## src/rtl/uart_pkg.sv

```systemverilog
// ----------------------------------------------------------------------------
// uart_pkg
// Shared definitions for the UART blocks:
//   - rx_state_e       : receiver FSM state encoding
//   - DATA_BITS        : data bits per frame (8N1, LSB first)
//   - EXTRA_STOP_BITS  : idle-high bits the transmitter appends after each stop bit
//   - timer_width()    : width of a bit-timer counting 0 .. clocks_per_bit-1
// ----------------------------------------------------------------------------
package uart_pkg;

    localparam int DATA_BITS       = 8;
    localparam int EXTRA_STOP_BITS = 7;

    typedef enum logic [2:0] {
        IDLE      = 3'd0,
        START     = 3'd1,
        DATA      = 3'd2,
        STOP      = 3'd3,
        WAIT_HIGH = 3'd4
    } rx_state_e;

    // Bits needed to hold clocks_per_bit-1; never less than one bit.
    function automatic int timer_width(input int clocks_per_bit);
        int w;
        w = $clog2(clocks_per_bit);
        return (w < 1) ? 1 : w;
    endfunction

endpackage

```

## src/rtl/uart_sync2.sv

```systemverilog
// ----------------------------------------------------------------------------
// uart_sync2
// Two-flop synchronizer for the idle-high serial line. Both flops reset to 1
// so the receiver never sees a false start bit coming out of reset.
// Ports:
//   clk    in   clock
//   rst_n  in   asynchronous active-low reset
//   d_i    in   asynchronous input
//   q_o    out  synchronized output (two clk cycles of latency)
// ----------------------------------------------------------------------------
module uart_sync2 (
    input  logic clk,
    input  logic rst_n,
    input  logic d_i,
    output logic q_o
);

    logic [1:0] sync_q;

    always_ff @(posedge clk or negedge rst_n) begin
        if (!rst_n) begin
            sync_q <= 2'b11;
        end else begin
            sync_q <= {sync_q[0], d_i};
        end
    end

    assign q_o = sync_q[1];

endmodule

```

## src/rtl/uart_rx.sv

```systemverilog
// ----------------------------------------------------------------------------
// uart_rx
// 8N1 serial receiver, LSB first. Samples each bit at its centre using a
// down-counting bit timer started from the falling edge of the start bit.
// Good bytes produce a one-cycle rx_valid pulse and are added to a wrapping
// 32-bit checksum; a low stop bit produces a one-cycle rx_error pulse and the
// receiver then waits for the line to return high so a break is not decoded
// as a stream of 0x00 frames.
//
// Parameter:
//   clocks_per_bit  clk cycles per serial bit (>= 2, must match transmitter)
// Ports:
//   clk       in   clock, all state on posedge
//   rst_n     in   asynchronous active-low reset
//   SER_RX    in   serial line, idle high
//   rx_data   out  [7:0]  last good byte, held until the next good frame
//   rx_valid  out  one-cycle pulse, rx_data is new this cycle
//   rx_error  out  one-cycle pulse, framing error (stop bit sampled low)
//   rx_sum    out  [31:0] wrapping sum of all good bytes since reset
//
// Build option: define UART_RX_SYNC_EN to pass SER_RX through a 2-flop
// synchronizer (uart_sync2) first; every sample point then moves 2 cycles
// later. Without it SER_RX feeds the FSM directly (same-clock loopback).
// ----------------------------------------------------------------------------
module uart_rx
    import uart_pkg::*;
#(
    parameter int clocks_per_bit = 4
) (
    input  logic        clk,
    input  logic        rst_n,
    input  logic        SER_RX,
    output logic [7:0]  rx_data,
    output logic        rx_valid,
    output logic        rx_error,
    output logic [31:0] rx_sum
);

    localparam int TW       = timer_width(clocks_per_bit);
    localparam int HALF_BIT = clocks_per_bit / 2;
    localparam int CW       = $clog2(DATA_BITS);

    // Start-bit centre is half_bit cycles after the falling edge; the timer
    // is loaded with one less because the load cycle itself counts.
    localparam logic [TW-1:0] HALF_M1   = TW'(HALF_BIT - 1);
    localparam logic [TW-1:0] BIT_M1    = TW'(clocks_per_bit - 1);
    localparam logic [CW-1:0] LAST_BIT  = CW'(DATA_BITS - 1);

    logic rx_in;

`ifdef UART_RX_SYNC_EN
    uart_sync2 u_sync (
        .clk   (clk),
        .rst_n (rst_n),
        .d_i   (SER_RX),
        .q_o   (rx_in)
    );
`else
    assign rx_in = SER_RX;
`endif

    rx_state_e        state_q;
    logic [TW-1:0]    timer_q;
    logic [CW-1:0]    bit_cnt_q;
    logic [7:0]       shift_q;
    logic [7:0]       rx_data_q;
    logic             rx_valid_q;
    logic             rx_error_q;
    logic [31:0]      rx_sum_q;

    always_ff @(posedge clk or negedge rst_n) begin
        if (!rst_n) begin
            state_q    <= IDLE;
            timer_q    <= '0;
            bit_cnt_q  <= '0;
            shift_q    <= '0;
            rx_data_q  <= '0;
            rx_valid_q <= 1'b0;
            rx_error_q <= 1'b0;
            rx_sum_q   <= '0;
        end else begin
            // Pulses default low so each lasts exactly one cycle.
            rx_valid_q <= 1'b0;
            rx_error_q <= 1'b0;

            case (state_q)
                IDLE: begin
                    if (!rx_in) begin
                        state_q <= START;
                        timer_q <= HALF_M1;
                    end
                end

                START: begin
                    if (timer_q == '0) begin
                        if (rx_in) begin
                            // Line back high at the start-bit centre: glitch.
                            state_q <= IDLE;
                        end else begin
                            state_q   <= DATA;
                            timer_q   <= BIT_M1;
                            bit_cnt_q <= '0;
                        end
                    end else begin
                        timer_q <= timer_q - TW'(1);
                    end
                end

                DATA: begin
                    if (timer_q == '0) begin
                        // LSB arrives first, so shift in from the top.
                        shift_q   <= {rx_in, shift_q[7:1]};
                        bit_cnt_q <= bit_cnt_q + CW'(1);
                        timer_q   <= BIT_M1;
                        if (bit_cnt_q == LAST_BIT) begin
                            state_q <= STOP;
                        end
                    end else begin
                        timer_q <= timer_q - TW'(1);
                    end
                end

                STOP: begin
                    if (timer_q == '0) begin
                        if (rx_in) begin
                            // Back to IDLE now so a start bit arriving in
                            // the rx_valid cycle is still caught.
                            rx_data_q  <= shift_q;
                            rx_valid_q <= 1'b1;
                            rx_sum_q   <= rx_sum_q + {24'd0, shift_q};
                            state_q    <= IDLE;
                        end else begin
                            rx_error_q <= 1'b1;
                            state_q    <= WAIT_HIGH;
                        end
                    end else begin
                        timer_q <= timer_q - TW'(1);
                    end
                end

                WAIT_HIGH: begin
                    if (rx_in) begin
                        state_q <= IDLE;
                    end
                end

                default: begin
                    state_q <= IDLE;
                end
            endcase
        end
    end

    assign rx_data  = rx_data_q;
    assign rx_valid = rx_valid_q;
    assign rx_error = rx_error_q;
    assign rx_sum   = rx_sum_q;

endmodule
```

## config.mk

```make
export PLATFORM = sky130hd
export DESIGN_NAME = uart_rx
export DESIGN_NICKNAME = d
export VERILOG_FILES = /design/src/rtl/uart_pkg.sv /design/src/rtl/uart_sync2.sv /design/src/rtl/uart_rx.sv
export SDC_FILE = /design/constraint.sdc
export NUM_CORES = 1
export LEC_CHECK = 0
export BUFFER_PORTS_ARGS = -buffer_cell sky130_fd_sc_hd__buf_4
export CORE_MARGIN = 3
export CORE_UTILIZATION = 45
export DETAILED_ROUTE_END_ITERATION = 10
export GPL_TIMING_DRIVEN = 0
export PLACE_DENSITY = 0.76
export SLEW_MARGIN = 15
export SYNTH_ARGS = -nofsm -noshare
export SYNTH_HDL_FRONTEND = slang
export SYNTH_HIERARCHICAL = 1
export SYNTH_SLANG_ARGS = --single-unit
```

## constraint.sdc

```tcl
create_clock -name clk -period 3.6 [get_ports clk]
set_clock_uncertainty 0.15 [all_clocks]
set_input_delay 0.36 -clock clk [delete_from_list [all_inputs] [get_ports clk]]
set_output_delay 0.36 -clock clk [all_outputs]
set_load 0.01 [all_outputs]
```

# After elaboration in Yosys (flattened, before gate mapping)
# Index checks and enable logic that the tools add are counted.
[totals]
ff_bits = 58
out_inout_bits = 42
input_bits = 3
wordCells = 59
[op_classes]
eq_ne = 14
mux = 25
n_reduce_logical = 9
n_addsub = 3
[op_table]
columns = ["cell", "n"]
rows = [
  ["adder 32 x 8 -> 32 bit", 1],
  ["2-to-1 mux 3 bit", 10],
  ["!= test 2 bit (second input constant)", 8],
  ["case mux 3 bit (5 select lines)", 1],
  ["2-to-1 mux 2 bit", 6],
  ["case mux 2 bit (4 select lines)", 1],
  ["AND reduction 4 bit", 2],
  ["equality test 3 x 2 -> 1 bit (second input constant)", 2],
  ["equality test 3 bit (second input constant)", 2],
  ["2-to-1 mux 1 bit", 6],
  ["case mux 3 bit (2 select lines)", 1],
  ["AND reduction 6 bit", 1],
  ["nonzero test 4 bit", 1],
  ["adder 3 x 1 -> 3 bit (second input constant)", 1],
  ["equality test 3 x 1 -> 1 bit (second input constant)", 1],
  ["zero test 3 bit", 1],
  ["!= test 3 bit (second input constant)", 1],
  ["AND reduction 3 bit", 1],
  ["zero test 2 bit", 1],
  ["AND reduction 2 bit", 1],
  ["nonzero test 2 bit", 1],
  ["subtractor 2 x 1 -> 2 bit (second input constant)", 1],
]

# Longest topological paths before layout
# Gate-level depths: netlist of the first run.
[logic_depth]
ltp_word = 4
depth_mapped = 9
depth_no_buf = 8

# Least setup slack after synthesis of the first run
# No wires, ideal clock.
[synth_timing]
kind = "register to register"
startpoint = "register rx_sum_q[0] (netlist: rx_sum[0])"
endpoint = "register rx_sum_q[16] (netlist: rx_sum[16])"
path_stages_with_launch = 10
setup_ps = 128
setup_slack_ps = 1223
arrival_ps = 2099
synth_period_minus_slack_ps = 2377
n_path_buf = 1
path_cell_list = "dfrtp_1 -> ha_1 -> fa_1 -> a211oi_1 -> o21ai_2 -> o211ai_2 -> or3b_1 -> buf_6 -> nor2_1 -> xor2_1"
[synth_between]
elab_chain_len = 1
[synth_rtl]
columns = ["item", "line", "rtl"]
rows = [
  ["start, declared", "uart_rx.sv:69", "logic [31:0] rx_sum_q;"],
  ["start signal, assigned", "uart_rx.sv:130", "rx_sum_q <= rx_sum_q + {24'd0, shift_q};"],
  ["adder 32 x 8 -> 32 bit", "uart_rx.sv:130", ""],
]
# No other way between the ends.
# A chain may end at the register's enable or synchronous reset.

# Worst setup path in the final report of the first run
[layout_timing]
startpoint = "register rx_sum_q[0] (netlist: rx_sum[0])"
endpoint = "register rx_sum_q[22] (netlist: rx_sum[22])"
# Same word-level chain as after synthesis.

==> results of run 1 <==
cell families (layout without fill, tap and decap cells):
family          Yosys count  in the layout  share of synthesized area
compound gates           35             35                     0.0785
xor+xnor                 30             30                     0.0931
fa+ha+maj                12             12                     0.0559
buf+inv                  16             77                     0.0279
flops                    58             58                      0.514
mux                      12             12                     0.0470
simple gates            108            108                      0.184
cell usage in the layout (no fill, tap or decap), types with 2 or more instances in the layout:
cell and n:
nor2_1 17, nand2_1 53, a21o_1 4, o21ai_0 8, and3_1 3, mux2i_1 2
buf_6 2, xor2_1 14, clkbuf_8 11, dfrtp_1 58, and2_1 3, o211ai_1 2
buf_4 44, nor3_1 2, ha_1 11, nand3_1 7, buf_2 3, a22o_1 2
xnor2_1 16, clkbuf_1 9, a21oi_1 11, nor2b_1 3, a31oi_1 2, mux2_2 10
nand4_1 10, nor3_2 3, inv_1 5
through the flow:
stage	util	cell area [um2]	hold WS, ps
6_report	0.577	3450	91.5
5_1_grt	0.577	3450	72.5
4_1_cts	0.577	3450	76.7
3_5_place_dp	0.542	3250	315
3_3_place_gp	0.542	3250	310
2_1_floorplan	-	2820	-85.6
cells in the mapped netlist (2+ instances only):
master / instances / area, um2
and3_1: 3 / 18.8
xor2_1: 14 / 123
nor3_1: 2 / 10.0
nor3_2: 3 / 30.0
nor2_1: 17 / 63.8
mux2i_1: 2 / 20.0
nand3_1: 7 / 35.0
a22o_1: 2 / 17.5
o211ai_1: 2 / 15.0
a21o_1: 4 / 30.0
buf_6: 2 / 22.5
nand4_1: 10 / 62.6
mux2_2: 10 / 113
nor2b_1: 3 / 18.8
a21oi_1: 11 / 55.1
dfrtp_1: 58 / 1450
clkbuf_1: 6 / 22.5
and2_1: 3 / 18.8
xnor2_1: 16 / 140
o21ai_0: 8 / 40.0
inv_1: 5 / 18.8
nand2_1: 53 / 199
buf_2: 3 / 15.0
ha_1: 11 / 138
a31oi_1: 2 / 12.5
path summary, 6_finish.rpt:
path / from / cells past startpoint / endpoint
setup / recovery: rx_sum[0] / 9 / rx_sum[22]
hold / removal: SER_RX / 2 / state_q[2]
setup reg to reg: rx_sum[0] / 9 / rx_sum[22]
hold reg to reg: rx_data[3] / 2 / rx_data[3]
max in group asynchronous: rst_n / 2 / state_q[1]
min in group asynchronous: rst_n / 2 / rx_data[2]
report_power, final:
part           switching (mW)  internal (mW)  leakage, nW
sequential             0.0851          0.760        0.792
clock                   0.236          0.357        0.101
combinational           0.300          0.263        0.907
total                   0.621           1.38         1.80
flip-flops by register name, indices dropped and copies added, names as in the netlist:
| name | cells |
|---|---|
| state_q | 3 |
| shift_q | 8 |
| rx_error | 1 |
| rx_sum | 32 |
| rx_data | 8 |
| rx_valid | 1 |
| timer_q | 2 |
| bit_cnt_q | 3 |
routing by layer:
layer | wire length (um) | share of wire | up-vias | global-route usage
li1 | - | - | 1042 | -
met1 | 2560 | 0.46 | 1013 | 0.217
met2 | 2520 | 0.46 | 54 | 0.246
met3 | 307 | 0.055 | 11 | 0.0388
met4 | 142 | 0.026 | 0 | 0.0950
met5 | 0 | 0 | - | 0
layout make-up:
cell class / count / area share
tap: 75 / 0.0272
timing repair buffer: 45 / 0.0985
sequential: 58 / 0.420
buffer: 11 / 0.0174
multi-input combinational: 197 / 0.374
clock buffer: 14 / 0.0471
clock inverter: 2 / 0.0101
inverter: 5 / 0.00543
what timing repair did:
item,CTS,global route
hold buffers,1,0
hold endpoints to repair,58,0
endpoints found under the setup margin,0,0
==> results.txt, run 1 <==
Final Cycle Share: 0.706
Endpoints failing hold: 0
Place WS: 1070 ps
Post-synth EDFFs: 0
Share of layout cells above drive strength 1: 0.238
Core Region: 5990 um2
First drt pass iteration count: 4
Top delay family on crit path: compound AO/OA/AOI/OAI gates
Crit path buf inv count: 1
Synth cell types: 39
RD Place Congestion: 0.849
H-tree depth: 3
Critical Path Source Type: flip-flop
CTS buffer count: 9
Total GRT Usage: 0.164
Syn. warnings: 6
PnR worst setup slack: 1060 ps
Gate Count Post-Synth: 271
Setup violations, final: 0
Die ar.: 7260 um2
R2R Setup Slk: 1060 ps
Starting density of the core: 0.471
Least-Margin Pin Slew: 729 ps
Synth Flop Type: dfrtp_1
Vias: 2120
Sequential fraction of the synthesis area: 0.514
Run status: finished clean
Input/output buffers: 44
Filler cell count: 530
Diode count: 0
Worst EP required: 3660 ps
Detailed-route vias per instance: 5.21
FFs w/ async S/R, synth: 1.00
FF/Latch Area: 1450 um2
DR DRC count: 0
Fin Setup TNS: 0 ps
CP Capture Type: flip-flop
I/O pin total: 45
Die Height: 85.2 um
GR Overflow Total: 0
Peak supply drop: 0.378 mV
Clock sink count: 58
Post-CTS Resized: 0
Non-Filler Instances: 407
Postcts setup bufs: 0
# rows: 28
Max Freq: 393 MHz
Nets: 342
Chip Width: 85.2 um
1st-iter DRT viols: 83
RSZ-0062 raised after global routing: false
Layout area overhead: 22.4%
Antenna Nets Post-Route: 0
Initial antenna violation count: 0
HPWL after DPL: 3940 um
Mapped cell area: 2820 um2
Clk slew on worst S/H paths: 60 ps
# Max-Cap Violations: 0
Kind of critical path: flip-flop to flip-flop
Leak: 1.80 nW
Slew headroom: 0.514
Vias in the first global route: 2021
Clock Root Buffer: clkbuf_8
Pwr Density: 579 nW/um2
Clk buf depth: 2
Critical path's largest stage delay: 430 ps
Syn avg cell area: 10.4 um2
WP data arrival: 2610 ps
Tot Pwr: 2.00 mW
Total detailed-routing wirelength: 5540 um
Cell with the largest stage delay on the worst path: fa_1
TritonCTS clock tree: built
First-pass GRT wire length: 9450 um
Hold WC Path Type: input port to flip-flop
Clock Latency Late Sink: 330 ps
Synth Register Bits: 58
Drt wl/cell: 13.6 um
Syn nets: 286
Largest net degree at the start of global routing: 59
Placed cells: 390
Max FO, Critical Path: 5
Slew Viols, Final: 0
Minimum clock period: 2540 ps
Crit path cell chain: ha_1 -> fa_1 -> a211oi_1 -> o21ai_2 -> o211ai_2 -> or3b_1 -> buf_6 -> nor3_2 -> xor2_1
Area of the multi-input gates: 1290 um2
No activity file was read; power rests on OpenSTA's default activity.
==> inputs of run 2 (changes only) <==
--- a/config.mk
+++ b/config.mk
@@ -5,12 +5,13 @@
 export SDC_FILE = /design/constraint.sdc
 export NUM_CORES = 1
 export LEC_CHECK = 0
+export ABC_AREA = 1
 export BUFFER_PORTS_ARGS = -buffer_cell sky130_fd_sc_hd__buf_4
 export CORE_MARGIN = 3
 export CORE_UTILIZATION = 45
 export DETAILED_ROUTE_END_ITERATION = 10
 export GPL_TIMING_DRIVEN = 0
-export PLACE_DENSITY = 0.76
+export PLACE_DENSITY = 0.77
 export SLEW_MARGIN = 15
 export SYNTH_ARGS = -nofsm -noshare
 export SYNTH_HDL_FRONTEND = slang
==> constraint.sdc (replaced) <==
create_clock -name clk -period 2.1 [get_ports clk]
set_clock_uncertainty 0.15 [all_clocks]
set_input_delay 0.21 -clock clk [delete_from_list [all_inputs] [get_ports clk]]
set_output_delay 0.21 -clock clk [all_outputs]
set_load 0.01 [all_outputs]
==> run 2 against run 1 <==
Cell area grew 18%. Final cell count is 53% higher. Clock power up 65%. Wire length up 39%. Total power increased by 68%. Die area grew 19%. Synthesized cell count grew 69%. Combinational power rose by 70%. Worst hold slack improved by 210 ps. Critical path type unchanged. Largest cell class is now multi-input gates. Highest routed layer unchanged.
==> results.txt, run 2 <==
Run status: finished clean
CP Capture Type: flip-flop
First-pass GRT wire length: 13200 um (+40%)
PnR worst setup slack: 121 ps (-937 ps)
Gate Count Post-Synth: 459 (+69%)
Slew headroom: 0.520 (+0.00617)
Peak supply drop: 0.562 mV (+49%)
Vias: 3081 (+45%)
Drt wl/cell: 12.4 um (-9.0%)
Most common cell after layout, fill and taps aside: nand2_1
Hold WC Path Type: input port to async pin
Input/output buffers: 44 (unchanged)
Cell accounting for the most synthesized area: dfrtp_1
Kind of critical path: flip-flop to flip-flop
Die ar.: 8610 um2 (+19%)
Sequential fraction of the synthesis area: 0.428 (-0.0860)
Reg2Reg Depth: 12 (+3)
H-tree depth: 3 (unchanged)
Slew Viols, Final: 0 (unchanged)
Post-synth EDFFs: 0 (unchanged)
Layout area overhead: 20.7%
Switching Power: 1.23 mW (+98%)
# rows: 31 (+11%)
Final instance area: 4090 um2 (+18%)
Clock Power Share: 0.291 (-0.006)
# Max-Cap Violations: 0 (unchanged)
Clock sink count: 58 (unchanged)
Switching part of the total power: 0.365 (+0.0546)
Place WS: -80.0 ps (-1150 ps)
Nets: 532 (+56%)
Total GRT Usage: 0.193 (+0.0290)
Clk slew on worst S/H paths: 80 ps (+20 ps)
WP data arrival: 2070 ps (-540 ps)
Max FO, Critical Path: 6 (+1)
Power share of the sequential group: 0.426 (+0.004)
Largest register FFs: 32 (unchanged)
Synth cell types: 32 (-18%)
1st-iter DRT viols: 226 (+170%)
Share of layout cells above drive strength 1: 0.180 (-0.0579)
Synth Register Bits: 58 (unchanged)
Synth Flop Type: dfrtp_1
Int Power: 2.14 mW (+55%)
Max Freq: 505 MHz (+28%)
Top cells by area, synth: dfrtp_1 43%, nand2_1 19%, inv_1 7.0%
Chip Width: 92.8 um (+8.9%)
TritonCTS clock tree: built
GR Overflow Total: 0 (unchanged)
Leak: 2.09 nW (+16%)
Die Height: 92.8 um (+8.9%)
Total detailed-routing wirelength: 7690 um (+39%)
Setup violations, final: 0 (unchanged)
Clock Root Buffer: clkbuf_8
DR DRC count: 0 (unchanged)
Least-Margin Pin Slew: 720 ps (-9.26 ps)
Fin util: 0.561 (-0.0156)
Clk buf depth: 2 (unchanged)
I/O pin total: 45 (unchanged)
First drt pass iteration count: 5 (+1)
Endpoints failing hold: 0 (unchanged)
Detailed-route vias per instance: 4.96 (-4.8%)
FFs w/ async S/R, synth: 1.00 (unchanged)
Vias in the first global route: 3016 (+49%)
Minimum clock period: 1980 ps (-563 ps)
Pwr Density: 824 nW/um2 (+42%)
Final Cycle Share: 0.942 (+0.236)
Syn. warnings: 6 (unchanged)
Top post-synthesis cells by count: 172 x nand2_1, 63 x inv_1, 58 x dfrtp_1
Combinational Power Share: 0.283 (+0.002)
Antenna Nets Post-Route: 0 (unchanged)
Synth top area share: 0.428 (-0.0860)
RSZ-0062 raised after global routing: false
CTS buffer count: 9 (unchanged)
Starting density of the core: 0.465 (-0.00635)
Largest net degree at the start of global routing: 59 (unchanged)
Initial antenna violation count: 0 (unchanged)
Syn nets: 474 (+66%)
Top-count cell post-synth: nand2_1
Diode count: 0 (unchanged)
Core Region: 7290 um2 (+22%)
Syn avg cell area: 7.38 um2 (-29%)
Placed cell areas: 3840 um2 (+18%)
Clock Latency Late Sink: 350 ps (+20 ps)
HPWL after DPL: 5770 um (+46%)
Critical Path Source Type: flip-flop
Most frequent cells in the layout: 167 x nand2_1, 63 x inv_1, 58 x dfrtp_1
RD Place Congestion: 0.978 (+15%)
Mapped cell area: 3390 um2 (+20%)
Worst EP required: 2190 ps (-1470 ps)
## run 2: cell types whose count changed in the layout (fill, tap and decap cells not counted), moves of 6 or more
| cell | previous run | this run |
|---|---|---|
| nand2_1 | 53 | 167 |
| inv_1 | 5 | 63 |
| nand3_1 | 7 | 29 |
| o21ai_0 | 8 | 27 |
| nor2_1 | 17 | 31 |
| xor2_1 | 14 | 1 |
| mux2_2 | 10 | 0 |
| clkbuf_1 | 9 | 0 |
| xnor2_1 | 16 | 7 |
| nand3b_1 | 0 | 8 |
| a21oi_1 | 11 | 5 |
| nand2_2 | 0 | 6 |
## run 2: what timing repair did
action | 4_1_cts | 5_1_grt
setup buffers | 0 | 1
hold buffers | 2 | 0
endpoints found under the hold margin | 59 | 0
endpoints found under the setup margin | 8 | 12
gates resized for setup | 3 | 7
## run 2: per-stage QoR
step / setup TNS (ps) / power, mW / std cells / hold WS, ps
2_1_floorplan: 0 / 2.11 / 459 / -236
3_3_place_gp: -78.5 / 2.36 / 602 / 168
3_5_place_dp: -220 / 2.41 / 602 / 174
4_1_cts: 0 / 3.39 / 620 / 330
5_1_grt: 0 / 3.60 / 621 / 348
6_report: 0 / 3.37 / 621 / 304
## run 2: critical path, stage by stage, from the launching register on
cell and delay [ps]:
dfrtp_1 400, ha_2 210, fa_2 350, nand3_1 110
nand3_2 110, nand2_1 90, nand2_2 80, nand2_2 80
nand2_4 80, nand2_1 70, nand2_1 40, nand2_1 60
inv_1 40
## run 2: cell families (layout without fill, tap and decap cells)
| kind of cell | Yosys count | in the layout | share of synthesized area |
|---|---|---|---|
| xor+xnor | 8 | 8 | 0.0207 |
| simple gates | 270 | 270 | 0.357 |
| flops | 58 | 58 | 0.428 |
| fa+ha+maj | 12 | 12 | 0.0465 |
| buf+inv | 73 | 136 | 0.0860 |
| mux | 1 | 1 | 0.00295 |
| compound gates | 37 | 37 | 0.0583 |
## run 2: routing by layer
metal,track usage,wire [um]
met1,0.230,3340
met2,0.335,3810
met3,0.0341,412
met4,0.0916,131
met5,0,0
## run 2: area by class of cell
class | instances | area [um2]
clock buffer | 10 | 138
timing repair buffer | 47 | 358
multi-input combinational | 328 | 1680
fill | 692 | 3200
tap | 99 | 124
buffer | 7 | 43.8
inverter | 66 | 248
sequential | 58 | 1450
clock inverter | 6 | 50.0
## run 2: final timing paths
| check | start | endpoint | slack, ps |
|---|---|---|---|
| worst min-delay path | rst_n | shift_q[3] | 300 |
| max in group asynchronous | rst_n | state_q[1] | 1000 |
| min in group clk | rx_data[0] | rx_data[0] | 330 |
| worst max-delay path | rx_sum[0] | rx_sum[22] | 120 |
| worst min register to register | rx_data[0] | rx_data[0] | 330 |
| worst max register to register | rx_sum[0] | rx_sum[22] | 120 |
## run 2: power by group through the flow
stage | logic, mW | clock network [mW] | registers [mW]
after CTS | 0.960 | 0.992 | 1.44
after detailed placement | 0.952 | 0 | 1.46
after global placement | 0.917 | 0 | 1.44
final | 0.954 | 0.979 | 1.44
after floorplan | 0.658 | 0 | 1.45
after global routing | 1.09 | 1.05 | 1.46
==> inputs of run 3 (changes only) <==
--- a/config.mk
+++ b/config.mk
@@ -11,7 +11,7 @@
 export CORE_UTILIZATION = 45
 export DETAILED_ROUTE_END_ITERATION = 10
 export GPL_TIMING_DRIVEN = 0
-export PLACE_DENSITY = 0.77
+export PLACE_DENSITY = 0.65
 export SLEW_MARGIN = 15
 export SYNTH_ARGS = -nofsm -noshare
 export SYNTH_HDL_FRONTEND = slang
==> run 3 against run 2 <==
Total power grew 3.5%. Wire length grew 5.3%. Utilization grew 0.39 points. Setup slack gained 4.2 ps. Sequential power is essentially flat. Count of clock-buffer cells in the layout shrank 1. Critical path depth is the same. Sequential cell count is the same. Cell area grew 0.70%. Critical path type unchanged. Largest cell class unchanged. Largest power group unchanged.
==> results.txt, run 3 (synthesis results as in run 2) <==
WP data arrival: 2050 ps (-20 ps)
Setup violations, final: 0 (unchanged)
Worst EP required: 2180 ps (about the same)
Most common cell after layout, fill and taps aside: nand2_1
DR DRC count: 0 (unchanged)
Clk slew on worst S/H paths: 70 ps (about the same)
Largest net degree at the start of global routing: 59 (unchanged)
Switching part of the total power: 0.356 (-0.00897)
# Max-Cap Violations: 0 (unchanged)
Run status: finished clean
Total detailed-routing wirelength: 8100 um (+5.3%)
Starting density of the core: 0.465 (unchanged)
Endpoints failing hold: 0 (unchanged)
Clock sink count: 58 (unchanged)
R2R Setup Slk: 130 ps (about the same)
Switching Power: 1.24 mW (+0.93%)
Kind of critical path: flip-flop to flip-flop
Most used cell, CP: nand2_1
RD Place Congestion: 0.859 (-12%)
H-tree depth: 3 (unchanged)
Input/output buffers: 44 (unchanged)
Hold WC Path Type: input port to async pin
Vias in the first global route: 2871 (-4.8%)
CTS buffer count: 9 (unchanged)
Most frequent cells in the layout: 170 x nand2_1, 63 x inv_1, 58 x dfrtp_1
Largest register FFs: 32 (unchanged)
Combinational Power Share: 0.288 (+0.005)
Nets: 532 (unchanged)
Core Region: 7290 um2 (unchanged)
Die ar.: 8610 um2 (unchanged)
Die Height: 92.8 um (unchanged)
GR Overflow Total: 0 (unchanged)
Detailed-route vias per instance: 4.95 (-0.32%)
TritonCTS clock tree: built
Total GRT Usage: 0.199 (+0.00576)
I/O pin total: 45 (unchanged)
Layout area overhead: 21.6%
Drt wl/cell: 13.0 um (+5.3%)
FF/Latch Area: 1450 um2 (unchanged)
Area of the multi-input gates: 1700 um2 (+1.3%)
Pwr Density: 846 nW/um2 (+2.7%)
Clock Root Buffer: clkbuf_8
Tot Pwr: 3.49 mW (+3.5%)
Int Power: 2.25 mW (+4.9%)
First-pass GRT wire length: 13400 um (+1.6%)
Filler cell count: 696 (+0.58%)
Peak supply drop: 0.600 mV (+6.8%)
Place WS: -98.0 ps (-18.0 ps)
Slew headroom: 0.505 (-0.0149)
Leak: 2.10 nW (+0.21%)
Vias: 3071 (-0.32%)
CP Capture Type: flip-flop
First drt pass iteration count: 4 (-1)
Max Freq: 506 MHz (+0.21%)
Max FO, Critical Path: 6 (unchanged)
Power share of the sequential group: 0.419 (-0.007)
Antenna Nets Post-Route: 0 (unchanged)
Slew Viols, Final: 0 (unchanged)
Critical path's largest stage delay: 400 ps (about the same)
Chip Width: 92.8 um (unchanged)
Minimum clock period: 1970 ps (-4.21 ps)
1st-iter DRT viols: 161 (-29%)
Clk buf depth: 2 (unchanged)
HPWL after DPL: 5900 um (+2.2%)
Cell with the largest stage delay on the worst path: dfrtp_1
RSZ-0062 raised after global routing: false
Final Cycle Share: 0.940 (-0.00201)
Clock Latency Late Sink: 330 ps (-20 ps)
PnR worst setup slack: 125 ps (+4.21 ps)
Critical Path Source Type: flip-flop
Crit path cell chain: ha_2 -> fa_2 -> nand3_1 -> nand3_2 -> nand2_2 -> nand2_2 -> nand2_1 -> nand2_4 -> nand2_1 -> nand2_1 -> nand2_1 -> inv_1
Diode count: 0 (unchanged)
# rows: 31 (unchanged)
Share of layout cells above drive strength 1: 0.180 (unchanged)
Initial antenna violation count: 0 (unchanged)
Clock Power Share: 0.293 (+0.002)
Least-Margin Pin Slew: 742 ps (+22.3 ps)
-- run 3: cell types whose count changed in the layout (fill, tap and decap cells not counted) --
cell,before,now
nand2_1,167,170
nand3_1,29,28
clkinv_2,0,2
nand2_2,6,3
inv_6,2,0
nand3_2,2,3
bufinv_16,0,1
clkbuf_8,10,9
ha_4,0,2
clkinvlp_4,2,4
clkinv_4,2,0
ha_1,10,8
-- run 3: timing repair --
action | 4_1_cts | 5_1_grt
setup endpoints to repair | 9 | 12
setup buffers | 0 | 1
hold buffers | 2 | 0
pin swaps | 0 | 0
endpoints found under the hold margin | 59 | 0
gates resized for setup | 3 | 7
-- run 3: power groups by stage --
stage,Sequential [mW],Clock (mW),Combinational [mW]
finish,1.46,1.02,1.00
global placement,1.45,0,0.928
global route,1.48,1.12,1.14
detailed placement,1.46,0,0.963
CTS,1.44,1.06,0.971
floorplan,1.45,0,0.658
-- run 3: final timing paths --
| path | start | end | cells after the start |
|---|---|---|---|
| min in group clk | rx_data[0] | rx_data[0] | 2 |
| hold reg to reg | rx_data[0] | rx_data[0] | 2 |
| max in group asynchronous | rst_n | timer_q[0] | 2 |
| setup reg to reg | rx_sum[0] | rx_sum[22] | 12 |
| hold / removal | rst_n | rx_sum[6] | 2 |
| setup / recovery | rx_sum[0] | rx_sum[22] | 12 |
-- run 3: routing by layer --
layer | part of all wire | GRT usage | up-vias
li1 | - | - | 1562
met1 | 0.46 | 0.255 | 1442
met2 | 0.48 | 0.332 | 63
met3 | 0.045 | 0.0390 | 4
met4 | 0.0091 | 0.0708 | 0
met5 | 0 | 0 | -
-- run 3: critical path, delay by kind of cell, from the launching register on --
| family | cells | cell delay (ps) |
|---|---|---|
| DFF | 1 | 400 |
| and+or+nand+nor | 9 | 710 |
| buffers and inverters | 1 | 30 |
| adders and majority gates | 2 | 580 |
-- run 3: area by class of cell --
| class | instances | area share |
|---|---|---|
| timing repair buffer | 47 | 0.0869 |
| sequential | 58 | 0.352 |
| multi-input combinational | 328 | 0.413 |
| clock buffer | 9 | 0.0301 |
| inverter | 66 | 0.0601 |
| buffer | 7 | 0.0106 |
| clock inverter | 7 | 0.0170 |
| tap | 99 | 0.0301 |
-- run 3: per-stage QoR --
| stage | util | area, um2 | hold WS [ps] | TNS (ps) | std cells |
|---|---|---|---|---|---|
| after detailed placement | 0.527 | 3840 | 183 | -451 | 602 |
| final | 0.565 | 4120 | 332 | 0 | 621 |
| after CTS | 0.558 | 4070 | 342 | 0 | 620 |
| after global routing | 0.565 | 4120 | 361 | 0 | 621 |
| after global placement | 0.527 | 3840 | 181 | -397 | 602 |
| after floorplan | - | 3390 | -236 | 0 | 459 |
